--- src/rtl/pipeline_front_regs_if.sv ---
// Signal bundle for the IF/ID, ID/EX and EX/MEM pipeline registers.
// The master side is the surrounding datapath. The slave side is the register block.
interface pipeline_front_regs_if;
  // IF/ID
  logic [31:0] if_instruction;
  logic [31:0] if_pc4;
  logic        ifid_hold;
  logic [31:0] ifid_instruction;
  logic [31:0] ifid_pc4;

  // ID/EX
  logic        id_reg_write;
  logic        id_mem_to_reg;
  logic        id_mem_read;
  logic        id_mem_write;
  logic        id_reg_dst;
  logic        id_alu_src;
  logic        id_branch;
  logic [1:0]  id_alu_op;
  logic [31:0] id_read_data1;
  logic [31:0] id_read_data2;
  logic        idex_reg_write;
  logic        idex_mem_to_reg;
  logic        idex_mem_read;
  logic        idex_mem_write;
  logic        idex_reg_dst;
  logic        idex_alu_src;
  logic        idex_branch;
  logic [1:0]  idex_alu_op;
  logic [31:0] idex_pc4;
  logic [31:0] idex_read_data1;
  logic [31:0] idex_read_data2;
  logic [15:0] idex_immediate;
  logic [4:0]  idex_rs;
  logic [4:0]  idex_rt;
  logic [4:0]  idex_rd;

  // EX/MEM
  logic [31:0] ex_alu_result;
  logic [31:0] ex_write_data;
  logic [4:0]  ex_dest_reg;
  logic        exmem_reg_write;
  logic        exmem_mem_to_reg;
  logic        exmem_mem_read;
  logic        exmem_mem_write;
  logic [31:0] exmem_alu_result;
  logic [31:0] exmem_write_data;
  logic [4:0]  exmem_dest_reg;

  modport master (
    output if_instruction, if_pc4, ifid_hold,
    output id_reg_write, id_mem_to_reg, id_mem_read, id_mem_write,
    output id_reg_dst, id_alu_src, id_branch, id_alu_op,
    output id_read_data1, id_read_data2,
    output ex_alu_result, ex_write_data, ex_dest_reg,
    input  ifid_instruction, ifid_pc4,
    input  idex_reg_write, idex_mem_to_reg, idex_mem_read, idex_mem_write,
    input  idex_reg_dst, idex_alu_src, idex_branch, idex_alu_op,
    input  idex_pc4, idex_read_data1, idex_read_data2,
    input  idex_immediate, idex_rs, idex_rt, idex_rd,
    input  exmem_reg_write, exmem_mem_to_reg, exmem_mem_read, exmem_mem_write,
    input  exmem_alu_result, exmem_write_data, exmem_dest_reg
  );

  modport slave (
    input  if_instruction, if_pc4, ifid_hold,
    input  id_reg_write, id_mem_to_reg, id_mem_read, id_mem_write,
    input  id_reg_dst, id_alu_src, id_branch, id_alu_op,
    input  id_read_data1, id_read_data2,
    input  ex_alu_result, ex_write_data, ex_dest_reg,
    output ifid_instruction, ifid_pc4,
    output idex_reg_write, idex_mem_to_reg, idex_mem_read, idex_mem_write,
    output idex_reg_dst, idex_alu_src, idex_branch, idex_alu_op,
    output idex_pc4, idex_read_data1, idex_read_data2,
    output idex_immediate, idex_rs, idex_rt, idex_rd,
    output exmem_reg_write, exmem_mem_to_reg, exmem_mem_read, exmem_mem_write,
    output exmem_alu_result, exmem_write_data, exmem_dest_reg
  );
endinterface

--- src/rtl/pipeline_front_regs.sv ---
// IF/ID, ID/EX and EX/MEM registers of the 5-stage MIPS pipeline.
// All stages shift together on each rising edge. IF/ID can be held during a load-use stall.
module pipeline_front_regs (
  input  logic                  clk,
  input  logic                  reset,
  pipeline_front_regs_if.slave  bus
);
  localparam int DATA_W  = 32;
  localparam int REG_W   = 5;
  localparam int IMM_W   = 16;
  localparam int ALUOP_W = 2;

  logic [DATA_W-1:0]  ifid_instruction_d, ifid_instruction_q;
  logic [DATA_W-1:0]  ifid_pc4_d,         ifid_pc4_q;

  logic               idex_reg_write_d,   idex_reg_write_q;
  logic               idex_mem_to_reg_d,  idex_mem_to_reg_q;
  logic               idex_mem_read_d,    idex_mem_read_q;
  logic               idex_mem_write_d,   idex_mem_write_q;
  logic               idex_reg_dst_d,     idex_reg_dst_q;
  logic               idex_alu_src_d,     idex_alu_src_q;
  logic               idex_branch_d,      idex_branch_q;
  logic [ALUOP_W-1:0] idex_alu_op_d,      idex_alu_op_q;
  logic [DATA_W-1:0]  idex_pc4_d,         idex_pc4_q;
  logic [DATA_W-1:0]  idex_read_data1_d,  idex_read_data1_q;
  logic [DATA_W-1:0]  idex_read_data2_d,  idex_read_data2_q;
  logic [IMM_W-1:0]   idex_immediate_d,   idex_immediate_q;
  logic [REG_W-1:0]   idex_rs_d,          idex_rs_q;
  logic [REG_W-1:0]   idex_rt_d,          idex_rt_q;
  logic [REG_W-1:0]   idex_rd_d,          idex_rd_q;

  logic               exmem_reg_write_d,  exmem_reg_write_q;
  logic               exmem_mem_to_reg_d, exmem_mem_to_reg_q;
  logic               exmem_mem_read_d,   exmem_mem_read_q;
  logic               exmem_mem_write_d,  exmem_mem_write_q;
  logic [DATA_W-1:0]  exmem_alu_result_d, exmem_alu_result_q;
  logic [DATA_W-1:0]  exmem_write_data_d, exmem_write_data_q;
  logic [REG_W-1:0]   exmem_dest_reg_d,   exmem_dest_reg_q;

  // IF/ID stage: recirculate on hold so the stalled instruction is decoded again
  always_comb begin
    ifid_instruction_d = ifid_instruction_q;
    ifid_pc4_d         = ifid_pc4_q;
    if (!bus.ifid_hold) begin
      ifid_instruction_d = bus.if_instruction;
      ifid_pc4_d         = bus.if_pc4;
    end
  end

  // ID/EX stage: register fields are sliced from the IF/ID contents before the edge
  always_comb begin
    idex_reg_write_d  = bus.id_reg_write;
    idex_mem_to_reg_d = bus.id_mem_to_reg;
    idex_mem_read_d   = bus.id_mem_read;
    idex_mem_write_d  = bus.id_mem_write;
    idex_reg_dst_d    = bus.id_reg_dst;
    idex_alu_src_d    = bus.id_alu_src;
    idex_branch_d     = bus.id_branch;
    idex_alu_op_d     = bus.id_alu_op;
    idex_pc4_d        = ifid_pc4_q;
    idex_read_data1_d = bus.id_read_data1;
    idex_read_data2_d = bus.id_read_data2;
    idex_immediate_d  = ifid_instruction_q[15:0];
    idex_rs_d         = ifid_instruction_q[25:21];
    idex_rt_d         = ifid_instruction_q[20:16];
    idex_rd_d         = ifid_instruction_q[15:11];
  end

  // EX/MEM stage: only the memory and writeback control travels on
  always_comb begin
    exmem_reg_write_d  = idex_reg_write_q;
    exmem_mem_to_reg_d = idex_mem_to_reg_q;
    exmem_mem_read_d   = idex_mem_read_q;
    exmem_mem_write_d  = idex_mem_write_q;
    exmem_alu_result_d = bus.ex_alu_result;
    exmem_write_data_d = bus.ex_write_data;
    exmem_dest_reg_d   = bus.ex_dest_reg;
  end

  // Reset clears data as well as control: a zero word is a NOP and zero control is a bubble
  always_ff @(posedge clk or negedge reset) begin
    if (!reset) begin
      ifid_instruction_q <= '0;
      ifid_pc4_q         <= '0;
      idex_reg_write_q   <= 1'b0;
      idex_mem_to_reg_q  <= 1'b0;
      idex_mem_read_q    <= 1'b0;
      idex_mem_write_q   <= 1'b0;
      idex_reg_dst_q     <= 1'b0;
      idex_alu_src_q     <= 1'b0;
      idex_branch_q      <= 1'b0;
      idex_alu_op_q      <= '0;
      idex_pc4_q         <= '0;
      idex_read_data1_q  <= '0;
      idex_read_data2_q  <= '0;
      idex_immediate_q   <= '0;
      idex_rs_q          <= '0;
      idex_rt_q          <= '0;
      idex_rd_q          <= '0;
      exmem_reg_write_q  <= 1'b0;
      exmem_mem_to_reg_q <= 1'b0;
      exmem_mem_read_q   <= 1'b0;
      exmem_mem_write_q  <= 1'b0;
      exmem_alu_result_q <= '0;
      exmem_write_data_q <= '0;
      exmem_dest_reg_q   <= '0;
    end else begin
      ifid_instruction_q <= ifid_instruction_d;
      ifid_pc4_q         <= ifid_pc4_d;
      idex_reg_write_q   <= idex_reg_write_d;
      idex_mem_to_reg_q  <= idex_mem_to_reg_d;
      idex_mem_read_q    <= idex_mem_read_d;
      idex_mem_write_q   <= idex_mem_write_d;
      idex_reg_dst_q     <= idex_reg_dst_d;
      idex_alu_src_q     <= idex_alu_src_d;
      idex_branch_q      <= idex_branch_d;
      idex_alu_op_q      <= idex_alu_op_d;
      idex_pc4_q         <= idex_pc4_d;
      idex_read_data1_q  <= idex_read_data1_d;
      idex_read_data2_q  <= idex_read_data2_d;
      idex_immediate_q   <= idex_immediate_d;
      idex_rs_q          <= idex_rs_d;
      idex_rt_q          <= idex_rt_d;
      idex_rd_q          <= idex_rd_d;
      exmem_reg_write_q  <= exmem_reg_write_d;
      exmem_mem_to_reg_q <= exmem_mem_to_reg_d;
      exmem_mem_read_q   <= exmem_mem_read_d;
      exmem_mem_write_q  <= exmem_mem_write_d;
      exmem_alu_result_q <= exmem_alu_result_d;
      exmem_write_data_q <= exmem_write_data_d;
      exmem_dest_reg_q   <= exmem_dest_reg_d;
    end
  end

  assign bus.ifid_instruction = ifid_instruction_q;
  assign bus.ifid_pc4         = ifid_pc4_q;
  assign bus.idex_reg_write   = idex_reg_write_q;
  assign bus.idex_mem_to_reg  = idex_mem_to_reg_q;
  assign bus.idex_mem_read    = idex_mem_read_q;
  assign bus.idex_mem_write   = idex_mem_write_q;
  assign bus.idex_reg_dst     = idex_reg_dst_q;
  assign bus.idex_alu_src     = idex_alu_src_q;
  assign bus.idex_branch      = idex_branch_q;
  assign bus.idex_alu_op      = idex_alu_op_q;
  assign bus.idex_pc4         = idex_pc4_q;
  assign bus.idex_read_data1  = idex_read_data1_q;
  assign bus.idex_read_data2  = idex_read_data2_q;
  assign bus.idex_immediate   = idex_immediate_q;
  assign bus.idex_rs          = idex_rs_q;
  assign bus.idex_rt          = idex_rt_q;
  assign bus.idex_rd          = idex_rd_q;
  assign bus.exmem_reg_write  = exmem_reg_write_q;
  assign bus.exmem_mem_to_reg = exmem_mem_to_reg_q;
  assign bus.exmem_mem_read   = exmem_mem_read_q;
  assign bus.exmem_mem_write  = exmem_mem_write_q;
  assign bus.exmem_alu_result = exmem_alu_result_q;
  assign bus.exmem_write_data = exmem_write_data_q;
  assign bus.exmem_dest_reg   = exmem_dest_reg_q;
endmodule

--- src/flat_wrapper.sv ---
// flat-port wrapper written by rule: the top's interface ports become plain ports
module pipeline_front_regs_flat 
  (clk, reset, bus_if_instruction, bus_if_pc4, bus_ifid_hold, bus_id_reg_write, bus_id_mem_to_reg, bus_id_mem_read, bus_id_mem_write, bus_id_reg_dst, bus_id_alu_src, bus_id_branch, bus_id_alu_op, bus_id_read_data1, bus_id_read_data2, bus_ex_alu_result, bus_ex_write_data, bus_ex_dest_reg, bus_ifid_instruction, bus_ifid_pc4, bus_idex_reg_write, bus_idex_mem_to_reg, bus_idex_mem_read, bus_idex_mem_write, bus_idex_reg_dst, bus_idex_alu_src, bus_idex_branch, bus_idex_alu_op, bus_idex_pc4, bus_idex_read_data1, bus_idex_read_data2, bus_idex_immediate, bus_idex_rs, bus_idex_rt, bus_idex_rd, bus_exmem_reg_write, bus_exmem_mem_to_reg, bus_exmem_mem_read, bus_exmem_mem_write, bus_exmem_alu_result, bus_exmem_write_data, bus_exmem_dest_reg);
  pipeline_front_regs_if bus_i ();
  input  logic clk;
  input  logic reset;
  input wire logic [$bits(bus_i.if_instruction)-1:0] bus_if_instruction;
  input wire logic [$bits(bus_i.if_pc4)-1:0] bus_if_pc4;
  input wire logic [$bits(bus_i.ifid_hold)-1:0] bus_ifid_hold;
  input wire logic [$bits(bus_i.id_reg_write)-1:0] bus_id_reg_write;
  input wire logic [$bits(bus_i.id_mem_to_reg)-1:0] bus_id_mem_to_reg;
  input wire logic [$bits(bus_i.id_mem_read)-1:0] bus_id_mem_read;
  input wire logic [$bits(bus_i.id_mem_write)-1:0] bus_id_mem_write;
  input wire logic [$bits(bus_i.id_reg_dst)-1:0] bus_id_reg_dst;
  input wire logic [$bits(bus_i.id_alu_src)-1:0] bus_id_alu_src;
  input wire logic [$bits(bus_i.id_branch)-1:0] bus_id_branch;
  input wire logic [$bits(bus_i.id_alu_op)-1:0] bus_id_alu_op;
  input wire logic [$bits(bus_i.id_read_data1)-1:0] bus_id_read_data1;
  input wire logic [$bits(bus_i.id_read_data2)-1:0] bus_id_read_data2;
  input wire logic [$bits(bus_i.ex_alu_result)-1:0] bus_ex_alu_result;
  input wire logic [$bits(bus_i.ex_write_data)-1:0] bus_ex_write_data;
  input wire logic [$bits(bus_i.ex_dest_reg)-1:0] bus_ex_dest_reg;
  output wire logic [$bits(bus_i.ifid_instruction)-1:0] bus_ifid_instruction;
  output wire logic [$bits(bus_i.ifid_pc4)-1:0] bus_ifid_pc4;
  output wire logic [$bits(bus_i.idex_reg_write)-1:0] bus_idex_reg_write;
  output wire logic [$bits(bus_i.idex_mem_to_reg)-1:0] bus_idex_mem_to_reg;
  output wire logic [$bits(bus_i.idex_mem_read)-1:0] bus_idex_mem_read;
  output wire logic [$bits(bus_i.idex_mem_write)-1:0] bus_idex_mem_write;
  output wire logic [$bits(bus_i.idex_reg_dst)-1:0] bus_idex_reg_dst;
  output wire logic [$bits(bus_i.idex_alu_src)-1:0] bus_idex_alu_src;
  output wire logic [$bits(bus_i.idex_branch)-1:0] bus_idex_branch;
  output wire logic [$bits(bus_i.idex_alu_op)-1:0] bus_idex_alu_op;
  output wire logic [$bits(bus_i.idex_pc4)-1:0] bus_idex_pc4;
  output wire logic [$bits(bus_i.idex_read_data1)-1:0] bus_idex_read_data1;
  output wire logic [$bits(bus_i.idex_read_data2)-1:0] bus_idex_read_data2;
  output wire logic [$bits(bus_i.idex_immediate)-1:0] bus_idex_immediate;
  output wire logic [$bits(bus_i.idex_rs)-1:0] bus_idex_rs;
  output wire logic [$bits(bus_i.idex_rt)-1:0] bus_idex_rt;
  output wire logic [$bits(bus_i.idex_rd)-1:0] bus_idex_rd;
  output wire logic [$bits(bus_i.exmem_reg_write)-1:0] bus_exmem_reg_write;
  output wire logic [$bits(bus_i.exmem_mem_to_reg)-1:0] bus_exmem_mem_to_reg;
  output wire logic [$bits(bus_i.exmem_mem_read)-1:0] bus_exmem_mem_read;
  output wire logic [$bits(bus_i.exmem_mem_write)-1:0] bus_exmem_mem_write;
  output wire logic [$bits(bus_i.exmem_alu_result)-1:0] bus_exmem_alu_result;
  output wire logic [$bits(bus_i.exmem_write_data)-1:0] bus_exmem_write_data;
  output wire logic [$bits(bus_i.exmem_dest_reg)-1:0] bus_exmem_dest_reg;
  assign bus_i.if_instruction = bus_if_instruction;
  assign bus_i.if_pc4 = bus_if_pc4;
  assign bus_i.ifid_hold = bus_ifid_hold;
  assign bus_i.id_reg_write = bus_id_reg_write;
  assign bus_i.id_mem_to_reg = bus_id_mem_to_reg;
  assign bus_i.id_mem_read = bus_id_mem_read;
  assign bus_i.id_mem_write = bus_id_mem_write;
  assign bus_i.id_reg_dst = bus_id_reg_dst;
  assign bus_i.id_alu_src = bus_id_alu_src;
  assign bus_i.id_branch = bus_id_branch;
  assign bus_i.id_alu_op = bus_id_alu_op;
  assign bus_i.id_read_data1 = bus_id_read_data1;
  assign bus_i.id_read_data2 = bus_id_read_data2;
  assign bus_i.ex_alu_result = bus_ex_alu_result;
  assign bus_i.ex_write_data = bus_ex_write_data;
  assign bus_i.ex_dest_reg = bus_ex_dest_reg;
  assign bus_ifid_instruction = bus_i.ifid_instruction;
  assign bus_ifid_pc4 = bus_i.ifid_pc4;
  assign bus_idex_reg_write = bus_i.idex_reg_write;
  assign bus_idex_mem_to_reg = bus_i.idex_mem_to_reg;
  assign bus_idex_mem_read = bus_i.idex_mem_read;
  assign bus_idex_mem_write = bus_i.idex_mem_write;
  assign bus_idex_reg_dst = bus_i.idex_reg_dst;
  assign bus_idex_alu_src = bus_i.idex_alu_src;
  assign bus_idex_branch = bus_i.idex_branch;
  assign bus_idex_alu_op = bus_i.idex_alu_op;
  assign bus_idex_pc4 = bus_i.idex_pc4;
  assign bus_idex_read_data1 = bus_i.idex_read_data1;
  assign bus_idex_read_data2 = bus_i.idex_read_data2;
  assign bus_idex_immediate = bus_i.idex_immediate;
  assign bus_idex_rs = bus_i.idex_rs;
  assign bus_idex_rt = bus_i.idex_rt;
  assign bus_idex_rd = bus_i.idex_rd;
  assign bus_exmem_reg_write = bus_i.exmem_reg_write;
  assign bus_exmem_mem_to_reg = bus_i.exmem_mem_to_reg;
  assign bus_exmem_mem_read = bus_i.exmem_mem_read;
  assign bus_exmem_mem_write = bus_i.exmem_mem_write;
  assign bus_exmem_alu_result = bus_i.exmem_alu_result;
  assign bus_exmem_write_data = bus_i.exmem_write_data;
  assign bus_exmem_dest_reg = bus_i.exmem_dest_reg;
  pipeline_front_regs u_core (.clk(clk), .reset(reset), .bus(bus_i));
endmodule
--- config.mk ---
export PLATFORM = sky130hd
export DESIGN_NAME = pipeline_front_regs_flat
export DESIGN_NICKNAME = d
export VERILOG_FILES = /design/src/rtl/pipeline_front_regs_if.sv /design/src/rtl/pipeline_front_regs.sv /design/src/flat_wrapper.sv
export SDC_FILE = /design/constraint.sdc
export NUM_CORES = 1
export LEC_CHECK = 0
export ABC_AREA = 1
export CAP_MARGIN = 10
export CORE_AREA = 2 2 190 192
export CTS_CLUSTER_SIZE = 10
export DETAILED_ROUTE_END_ITERATION = 10
export DIE_AREA = 0 0 192 194
export SETUP_SLACK_MARGIN = 0.2
export SLEW_MARGIN = 10
export SYNTH_ARGS = -nofsm -noshare
export SYNTH_HDL_FRONTEND = slang
export SYNTH_SLANG_ARGS = --single-unit
--- constraint.sdc ---
create_clock -name clk -period 0.8 [get_ports clk]
set_input_delay 0.24 -clock clk [delete_from_list [all_inputs] [get_ports clk]]
set_output_delay 0.24 -clock clk [all_outputs]
set_load 0.05 [all_outputs]
==> results of run 1 <==
layout make-up:
class / count / area share
Timing Repair Buffer: 599 / 0.485
Multi-Input combinational cell: 192 / 0.0478
Clock buffer: 44 / 0.0511
Sequential cell: 268 / 0.383
Clock inverter: 3 / 0.00123
Tap cell: 461 / 0.0314
Inverter: 1 / 0.000204
logic make-up (layout without fill, tap and decap cells):
group | count (synthesis) | count (layout) | synth area share
DFF | 268 | 268 | 0.884
and+or+nand+nor | 192 | 192 | 0.0950
buffers and inverters | 19 | 647 | 0.0213
worst max-delay path by stage:
stage,cells past startpoint,to,startpoint,slack [ns]
2_1_floorplan,1,bus_idex_rd[0],u_core.bus.idex_immediate[11],-0.14
3_3_place_gp,5,u_core.bus.ifid_pc4[9],bus_ifid_hold,-0.13
3_5_place_dp,5,u_core.bus.ifid_pc4[12],bus_ifid_hold,-0.13
4_1_cts,1,bus_ifid_instruction[0],u_core.bus.ifid_instruction[0],-0.61
5_1_grt,1,bus_ifid_instruction[11],u_core.bus.ifid_instruction[11],-0.62
6_report,1,bus_ifid_instruction[11],u_core.bus.ifid_instruction[11],-0.56
per-layer routing:
| metal | routed length [um] | global-route usage | vias to the layer above |
|---|---|---|---|
| li1 | - | - | 2691 |
| met1 | 9780 | 0.161 | 2884 |
| met2 | 15300 | 0.271 | 294 |
| met3 | 3290 | 0.0775 | 50 |
| met4 | 633 | 0.0433 | 4 |
| met5 | 25 | 0 | - |
synthesized netlist by cell type:
master / n / share of area
inv_2: 1 / 0.00049
nand2_1: 192 / 0.095
clkbuf_8: 6 / 0.011
buf_4: 6 / 0.0059
buf_2: 6 / 0.0040
dfrtp_1: 268 / 0.88
stage by stage:
stage	setup TNS (ns)	area (um^2)	util	worst slack (ns)	total power, W
2_1_floorplan	-0.685	7970	-	-0.137	0.0191
3_3_place_gp	-6.84	16500	0.469	-0.128	0.0257
3_5_place_dp	-7.19	16500	0.469	-0.131	0.0258
4_1_cts	-153.69	17800	0.506	-0.612	0.0399
5_1_grt	-159.06	18400	0.522	-0.617	0.0414
6_report	-143.98	18400	0.522	-0.563	0.0398
power breakdown:
group,total (W),switching [W],internal (W)
combinational,0.0106,0.00506,0.00554
clock,0.0135,0.00539,0.00814
sequential,0.0156,0.000956,0.0147
total,0.0398,0.0114,0.0284
timing repair:
action	CTS	global route
endpoints found under the setup margin	383	394
hold endpoints to repair	268	268
gates resized for setup	66	88
setup buffers	15	37
pin swaps	8	25
==> results.cfg, run 1 <==
[status]
outcome = finished, violations left
violations = negative hold slack, negative setup slack

[placed_design]
numPortBuffers = 481
gp_congestion = 0.750
place_hpwl_um = 22000
place_inst = 1469

[route]
drcViolationCount = 0
routed_via_density = 3.78
vias = 5923
drtIter0Drc = 131
antenna_left = 0
wl_per_cell_um = 18.5
wl_um = 29000
dr.pass1.iters = 4

[sta]
post-route-min-period_ns = 1.36
rsz0062_at_grt = true
setup_ws_ns = -0.563
finalCritPeriodShare = 1.70
setup_viol = 310
slew_violations = 0
worst_slew_pin_slew_ns = 0.263
hold_slack_ns = -0.421
hold_viol = 268
relSlewSlack = 0.825
fmax_mhz = 734
worst_clock_skew_ns = 0.00767

[worst_setup_path]
cp.buffers_inverters = 1
endpoint_kind = primary output
crit_required_ns = 0.56
cp_data_arrival_time_ns = 1.12
cp_max_fo = 2
startpoint_type = flip-flop
rr_worst_depth = 5
cp_top_family = flip-flops
r2r_end = u_core.bus.ifid_instruction[10]
cp_cell_sequence = buf_12
max_stage_delay_ns = 0.44
r2r_start = u_core.bus.ifid_instruction[10]
critPathKind = flip-flop to primary output
critPathSlowestCell = dfrtp_2
reg2reg_setup_slack_ns = -0.16

[clocking]
clock-sinks = 268
clk_latency_ns = 0.51
root_buffer = clkbuf_16
cts_made_buffers = 34
ctsLongestPathBuffers = 3
cts_tree = yes
cts_max_level = 2
clkSlewWorstSetupHoldPaths_ns = 0.05

[power]
peakVddDrop_uv = 1660
power_per_cell_area_nw_per_um2 = 2160
p_leak_nw = 8.07

[final_layout]
stdcell_count = 1568
drive_gt1_frac = 0.683
seqCellArea_um2 = 7040
multi_input_area_um2 = 878
num-nets-final = 1305
fill_cells = 2844
syn2layout_area_growth_pct = 142
layout_common_cells = 283 x buf_12, 268 x dfrtp_2, 206 x clkdlybuf4s50_1
final_common_cell = buf_12
antenna_cells = 0

[grt]
grt_start_max_net_pins = 46
antenna_found_initial = 2
track_usage = 0.154
grt_pass1_vias = 6408
gr-total-overflow = 0
grt_first_pass_wirelength_um = 41700

[die]
pin_count = 482
core_region_area_um2 = 35200
die_h_um = 194
initial_core_util = 0.215
rows = 69
dieArea_um2 = 37200
fp.dieW_um = 192

[yosys]
syn-cell-area_um2 = 7590
syn_avg_cell_area_um2 = 15.8
yosys_warnings = 0
yosys_register_bits = 268
netlist_instances = 479
synth-seq-area-share = 0.884
syn-num-nets = 688
netlist-cell-type-count = 6

[run]
max-cap-violations = 0

[worst_hold_path]
hold_class = input pin to async pin
Power figures use the tool's default switching activity.
==> inputs of run 2 (changes only) <==
Settings changed: CTS_CLUSTER_SIZE 10 to 8.
==> run 2 against run 1 <==
Critical path type unchanged. Clock power up 5%. The run still ends with negative hold slack, negative setup slack left. Highest routed layer unchanged. Combinational power about the same. Count of clock-buffer cells in the layout fell by 2.
==> results.cfg, run 2 (synthesis gave the netlist of run 1 again) <==
[die]
fp.dieW_um = 192
rows = 69
pin_count = 482
core_region_area_um2 = 35200
dieArea_um2 = 37200
initial_core_util = 0.215
die_h_um = 194

[route]
wl_per_cell_um = 18.7
dr.pass1.iters = 4
drtIter0Drc = 105
drcViolationCount = 0
vias = 5911
wl_um = 29200
routed_via_density = 3.79
antenna_left = 0

[grt]
gr-total-overflow = 0
grt_pass1_vias = 6476
grt_first_pass_wirelength_um = 42000
track_usage = 0.155
antenna_found_initial = 2
grt_start_max_net_pins = 46

[worst_setup_path]
cp.buffers_inverters = 1
cp_max_fo = 3
r2r_start = u_core.bus.ifid_pc4[4]
cp_top_family = flip-flops
max_stage_delay_ns = 0.44
rr_worst_depth = 4
cp_cell_sequence = buf_12
r2r_end = u_core.bus.ifid_pc4[4]
critPathSlowestCell = dfrtp_2
crit_required_ns = 0.56
cp_data_arrival_time_ns = 1.13
startpoint_type = flip-flop
endpoint_kind = primary output
critPathKind = flip-flop to primary output
reg2reg_setup_slack_ns = -0.09

[power]
power_frac_comb = 0.262
clkPwrFrac = 0.351
switchingPower_w = 0.0115
power_per_cell_area_nw_per_um2 = 2200
peakVddDrop_uv = 1590
pwr-share-seq = 0.387
p_sw_frac = 0.286
p_leak_nw = 8.07
internal_power_w = 0.0289

[clocking]
clk_latency_ns = 0.53
cts_max_level = 2
clock-sinks = 268
cts_made_buffers = 39
clkSlewWorstSetupHoldPaths_ns = 0.05
root_buffer = clkbuf_16
ctsLongestPathBuffers = 3
cts_tree = yes

[sta]
worst_clock_skew_ns = 0.0125
setup_ws_ns = -0.574
worst_slew_pin_slew_ns = 0.264
rsz0062_at_grt = true
fmax_mhz = 728
hold_slack_ns = -0.434
finalCritPeriodShare = 1.72
hold_viol = 268
slew_violations = 0
relSlewSlack = 0.824
setup_viol = 306
post-route-min-period_ns = 1.37

[placed_design]
place_hpwl_um = 22000
gp_congestion = 0.750
place_inst = 1469
numPortBuffers = 481

[final_layout]
stdcell_count = 1559
final_common_cell = buf_12
syn2layout_area_growth_pct = 142
num-nets-final = 1305
drive_gt1_frac = 0.687
antenna_cells = 0
layout_common_cells = 283 x buf_12, 268 x dfrtp_2, 206 x clkdlybuf4s50_1

[status]
outcome = finished, violations left
violations = negative hold slack, negative setup slack

[run]
max-cap-violations = 0

[worst_hold_path]
hold_class = input pin to async pin
[run 2: repair_timing]
item                                    4_1_cts  5_1_grt
endpoints found under the hold margin       268      268
resized for setup                            69       86
pin swaps                                     7       26
endpoints found under the setup margin      383      394
buffers inserted                             14       33
[run 2: worst max-delay path by stage]
stage	startpoint	endpoint	depth (start not counted)	slack (ns)
after global placement	bus_ifid_hold	u_core.bus.ifid_pc4[9]	5	-0.13
after CTS	u_core.bus.ifid_instruction[0]	bus_ifid_instruction[0]	1	-0.62
after global routing	u_core.bus.ifid_instruction[11]	bus_ifid_instruction[11]	1	-0.62
after floorplan	u_core.bus.idex_immediate[11]	bus_idex_rd[0]	1	-0.14
after detailed placement	bus_ifid_hold	u_core.bus.ifid_pc4[12]	5	-0.13
final	u_core.bus.ifid_instruction[0]	bus_ifid_instruction[0]	1	-0.57
[run 2: final cells by class]
cell class / count / area, um^2
timing repair buffer: 594 / 8870
clock inverter: 1 / 8.76
fill: 2825 / 16800
inverter: 1 / 3.75
tap: 461 / 577
sequential: 268 / 7040
multi-input combinational: 192 / 896
clock buffer: 42 / 997
[run 2: through the flow]
stage	total power (W)	utilization	worst slack, ns	cell area (um^2)	TNS (ns)
floorplan	0.0191	-	-0.137	7970	-0.685
global placement	0.0257	0.469	-0.128	16500	-6.84
detailed placement	0.0258	0.469	-0.131	16500	-7.19
CTS	0.0406	0.507	-0.617	17900	-154.24
global route	0.0420	0.522	-0.616	18400	-158.88
finish	0.0404	0.522	-0.574	18400	-145.34
[run 2: power groups by stage]
stage	sequential (W)	clock, W	combinational [W]
finish	0.0156	0.0142	0.0106
global route	0.0157	0.0153	0.0110
CTS	0.0157	0.0147	0.0102
detailed placement	0.0158	0	0.00993
global placement	0.0158	0	0.00988
floorplan	0.0186	0	0.000506
[run 2: layer usage]
layer,wire length [um],vias to the layer above,part of all wire,global-route usage
met5,21,-,0.00072,0
met3,3210,51,0.11,0.0751
met1,10100,2879,0.35,0.163
met2,15200,299,0.52,0.271
met4,682,4,0.023,0.0466
li1,-,2678,-,-
==> inputs of run 3 (changes only) <==
Settings changed: CORE_AREA 2 2 190 192 to 2 2 187 189, CTS_BUF_LIST set to sky130_fd_sc_hd__clkbuf_4, CTS_CLUSTER_SIZE 8 to 28, DIE_AREA 0 0 192 194 to 0 0 189 191.
==> run 3 against run 2 <==
The run ends with negative setup slack left. Largest cell class unchanged. Total power fell by 2.3%. Register-to-register slack worse by 0.05 ns. Die area is 3.1% lower. Critical path type unchanged.
==> results.cfg, run 3 (synthesis gave the netlist of run 1 again) <==
[status]
outcome = finished, violations left
violations = negative setup slack

[worst_setup_path]
cp-startpoint = u_core.bus.idex_immediate[12]
cp.buffers_inverters = 1
r2r_start = u_core.bus.ifid_instruction[21]
cp_cell_sequence = buf_12
crit_required_ns = 0.56
r2r_end = u_core.bus.ifid_instruction[21]
cp_top_family = flip-flops
crit_path_end = bus_idex_immediate[12]
critPathSlowestCell = dfrtp_2
cp_max_fo = 2
crit_cells = 1
critPathKind = flip-flop to primary output
endpoint_kind = primary output
max_stage_delay_ns = 0.45
cp_data_arrival_time_ns = 1.33
reg2reg_setup_slack_ns = -0.14
rr_worst_depth = 5
startpoint_type = flip-flop

[sta]
finalCritPeriodShare = 1.96
worst_clock_skew_ns = 0.0331
setup_tns_ns = -226.53
setup_ws_ns = -0.768
setup_viol = 555
hold_viol = 0
relSlewSlack = 0.465
slew_violations = 0
fmax_mhz = 638
worst_slew_pin_slew_ns = 0.800
hold_slack_ns = 0.0275
rsz0062_at_grt = true
post-route-min-period_ns = 1.57

[clocking]
clkSlewWorstSetupHoldPaths_ns = 0.07
root_buffer = clkbuf_4
clock-sinks = 268
cts_max_level = 3
clk_latency_ns = 0.70
ctsLongestPathBuffers = 3
cts_tree = yes
cts_made_buffers = 73

[placed_design]
post_dp_cell_area_um2 = 16700
dp_slack_ns = -0.133
numPortBuffers = 481
place_inst = 1481
place_hpwl_um = 22500
gp_congestion = 0.805

[grt]
antenna_found_initial = 2
track_usage = 0.177
grt_pass1_vias = 7546
grt_start_max_net_pins = 35
gr-total-overflow = 0
grt_first_pass_wirelength_um = 47400

[power]
power_frac_comb = 0.287
pwr-share-seq = 0.396
peakVddDrop_uv = 1310
internal_power_w = 0.0275
p_leak_nw = 8.81
power_per_cell_area_nw_per_um2 = 1980
switchingPower_w = 0.0120
clkPwrFrac = 0.317
p_sw_frac = 0.304

[worst_hold_path]
hold_class = input pin to flip-flop

[route]
drcViolationCount = 0
antenna_left = 0
wl_um = 32200
routed_via_density = 3.81
wl_per_cell_um = 17.9
drtIter0Drc = 127
dr.pass1.iters = 4
vias = 6837

[final_layout]
seqCellArea_um2 = 7040
drive_gt1_frac = 0.632
layout_common_cells = 287 x buf_12, 268 x dfrtp_2, 205 x clkdlybuf4s50_1
num-nets-final = 1497
multi_input_area_um2 = 893
fill_cells = 2513
syn2layout_area_growth_pct = 162
design_area_um2 = 19900
stdcell_count = 1794
final_common_cell = buf_12

[die]
pin_count = 482
initial_core_util = 0.222
core_region_area_um2 = 34100
dieArea_um2 = 36100
die_h_um = 191
rows = 68
fp.dieW_um = 189

[run]
max-cap-violations = 0
-- run 3: power groups by stage --
| stage | clock [W] | sequential (W) | combinational, W |
|---|---|---|---|
| finish | 0.0125 | 0.0156 | 0.0113 |
| detailed placement | 0 | 0.0158 | 0.0101 |
| floorplan | 0 | 0.0186 | 0.000506 |
| global route | 0.0139 | 0.0157 | 0.0117 |
| global placement | 0 | 0.0158 | 0.00999 |
| CTS | 0.0130 | 0.0156 | 0.0109 |
-- run 3: routing by layer --
metal	routed length (um)	vias up	global-route usage	part of all wire
met3	2920	68	0.0701	0.091
met1	11600	3293	0.191	0.36
met2	16400	344	0.300	0.51
met5	0	-	0	0
li1	-	3132	-	-
met4	1260	0	0.0931	0.039
-- run 3: how the worst min path moves through the flow --
| stage | start | to | slack (ns) | depth (start not counted) |
|---|---|---|---|---|
| 3_5_place_dp | reset | u_core.bus.ifid_pc4[21] | 0.07 | 1 |
| 3_3_place_gp | reset | u_core.bus.ifid_pc4[21] | 0.07 | 1 |
| 6_report | bus_ifid_hold | u_core.bus.ifid_pc4[2] | 0.03 | 4 |
| 2_1_floorplan | reset | u_core.bus.exmem_alu_result[0] | -0.06 | 0 |
| 5_1_grt | bus_ifid_hold | u_core.bus.ifid_pc4[3] | -0.05 | 4 |
| 4_1_cts | bus_ifid_hold | u_core.bus.ifid_pc4[3] | -0.11 | 4 |
-- run 3: timing repair --
item	in CTS	in global routing
hold buffers	144	1
setup endpoints to repair	386	708
resized for setup	69	88
pin swaps	6	31
buffers inserted	8	36
endpoints found under the hold margin	474	293
-- run 3: area by class of cell --
| type | instances | area share |
|---|---|---|
| Antenna cell | 1 | 0.000126 |
| Clock buffer | 107 | 0.0404 |
| Clock inverter | 18 | 0.00629 |
| Inverter | 1 | 0.000189 |
| Multi-Input combinational cell | 192 | 0.0449 |
| Sequential cell | 268 | 0.354 |
| Tap cell | 455 | 0.0286 |
| Timing Repair Buffer | 752 | 0.526 |
-- run 3: per-stage QoR --
step,util,total power (W)
3_5_place_dp,0.489,0.0259
2_1_floorplan,-,0.0191
6_report,0.583,0.0395
4_1_cts,0.567,0.0395
5_1_grt,0.583,0.0413
3_3_place_gp,0.489,0.0258
-- run 3: worst register-to-register path: cells and delay by family, from the launching register on --
family                 cells  cell delay (ns)
buffers and inverters      3             0.33
DFF                        1             0.43
and+or+nand+nor            2             0.08
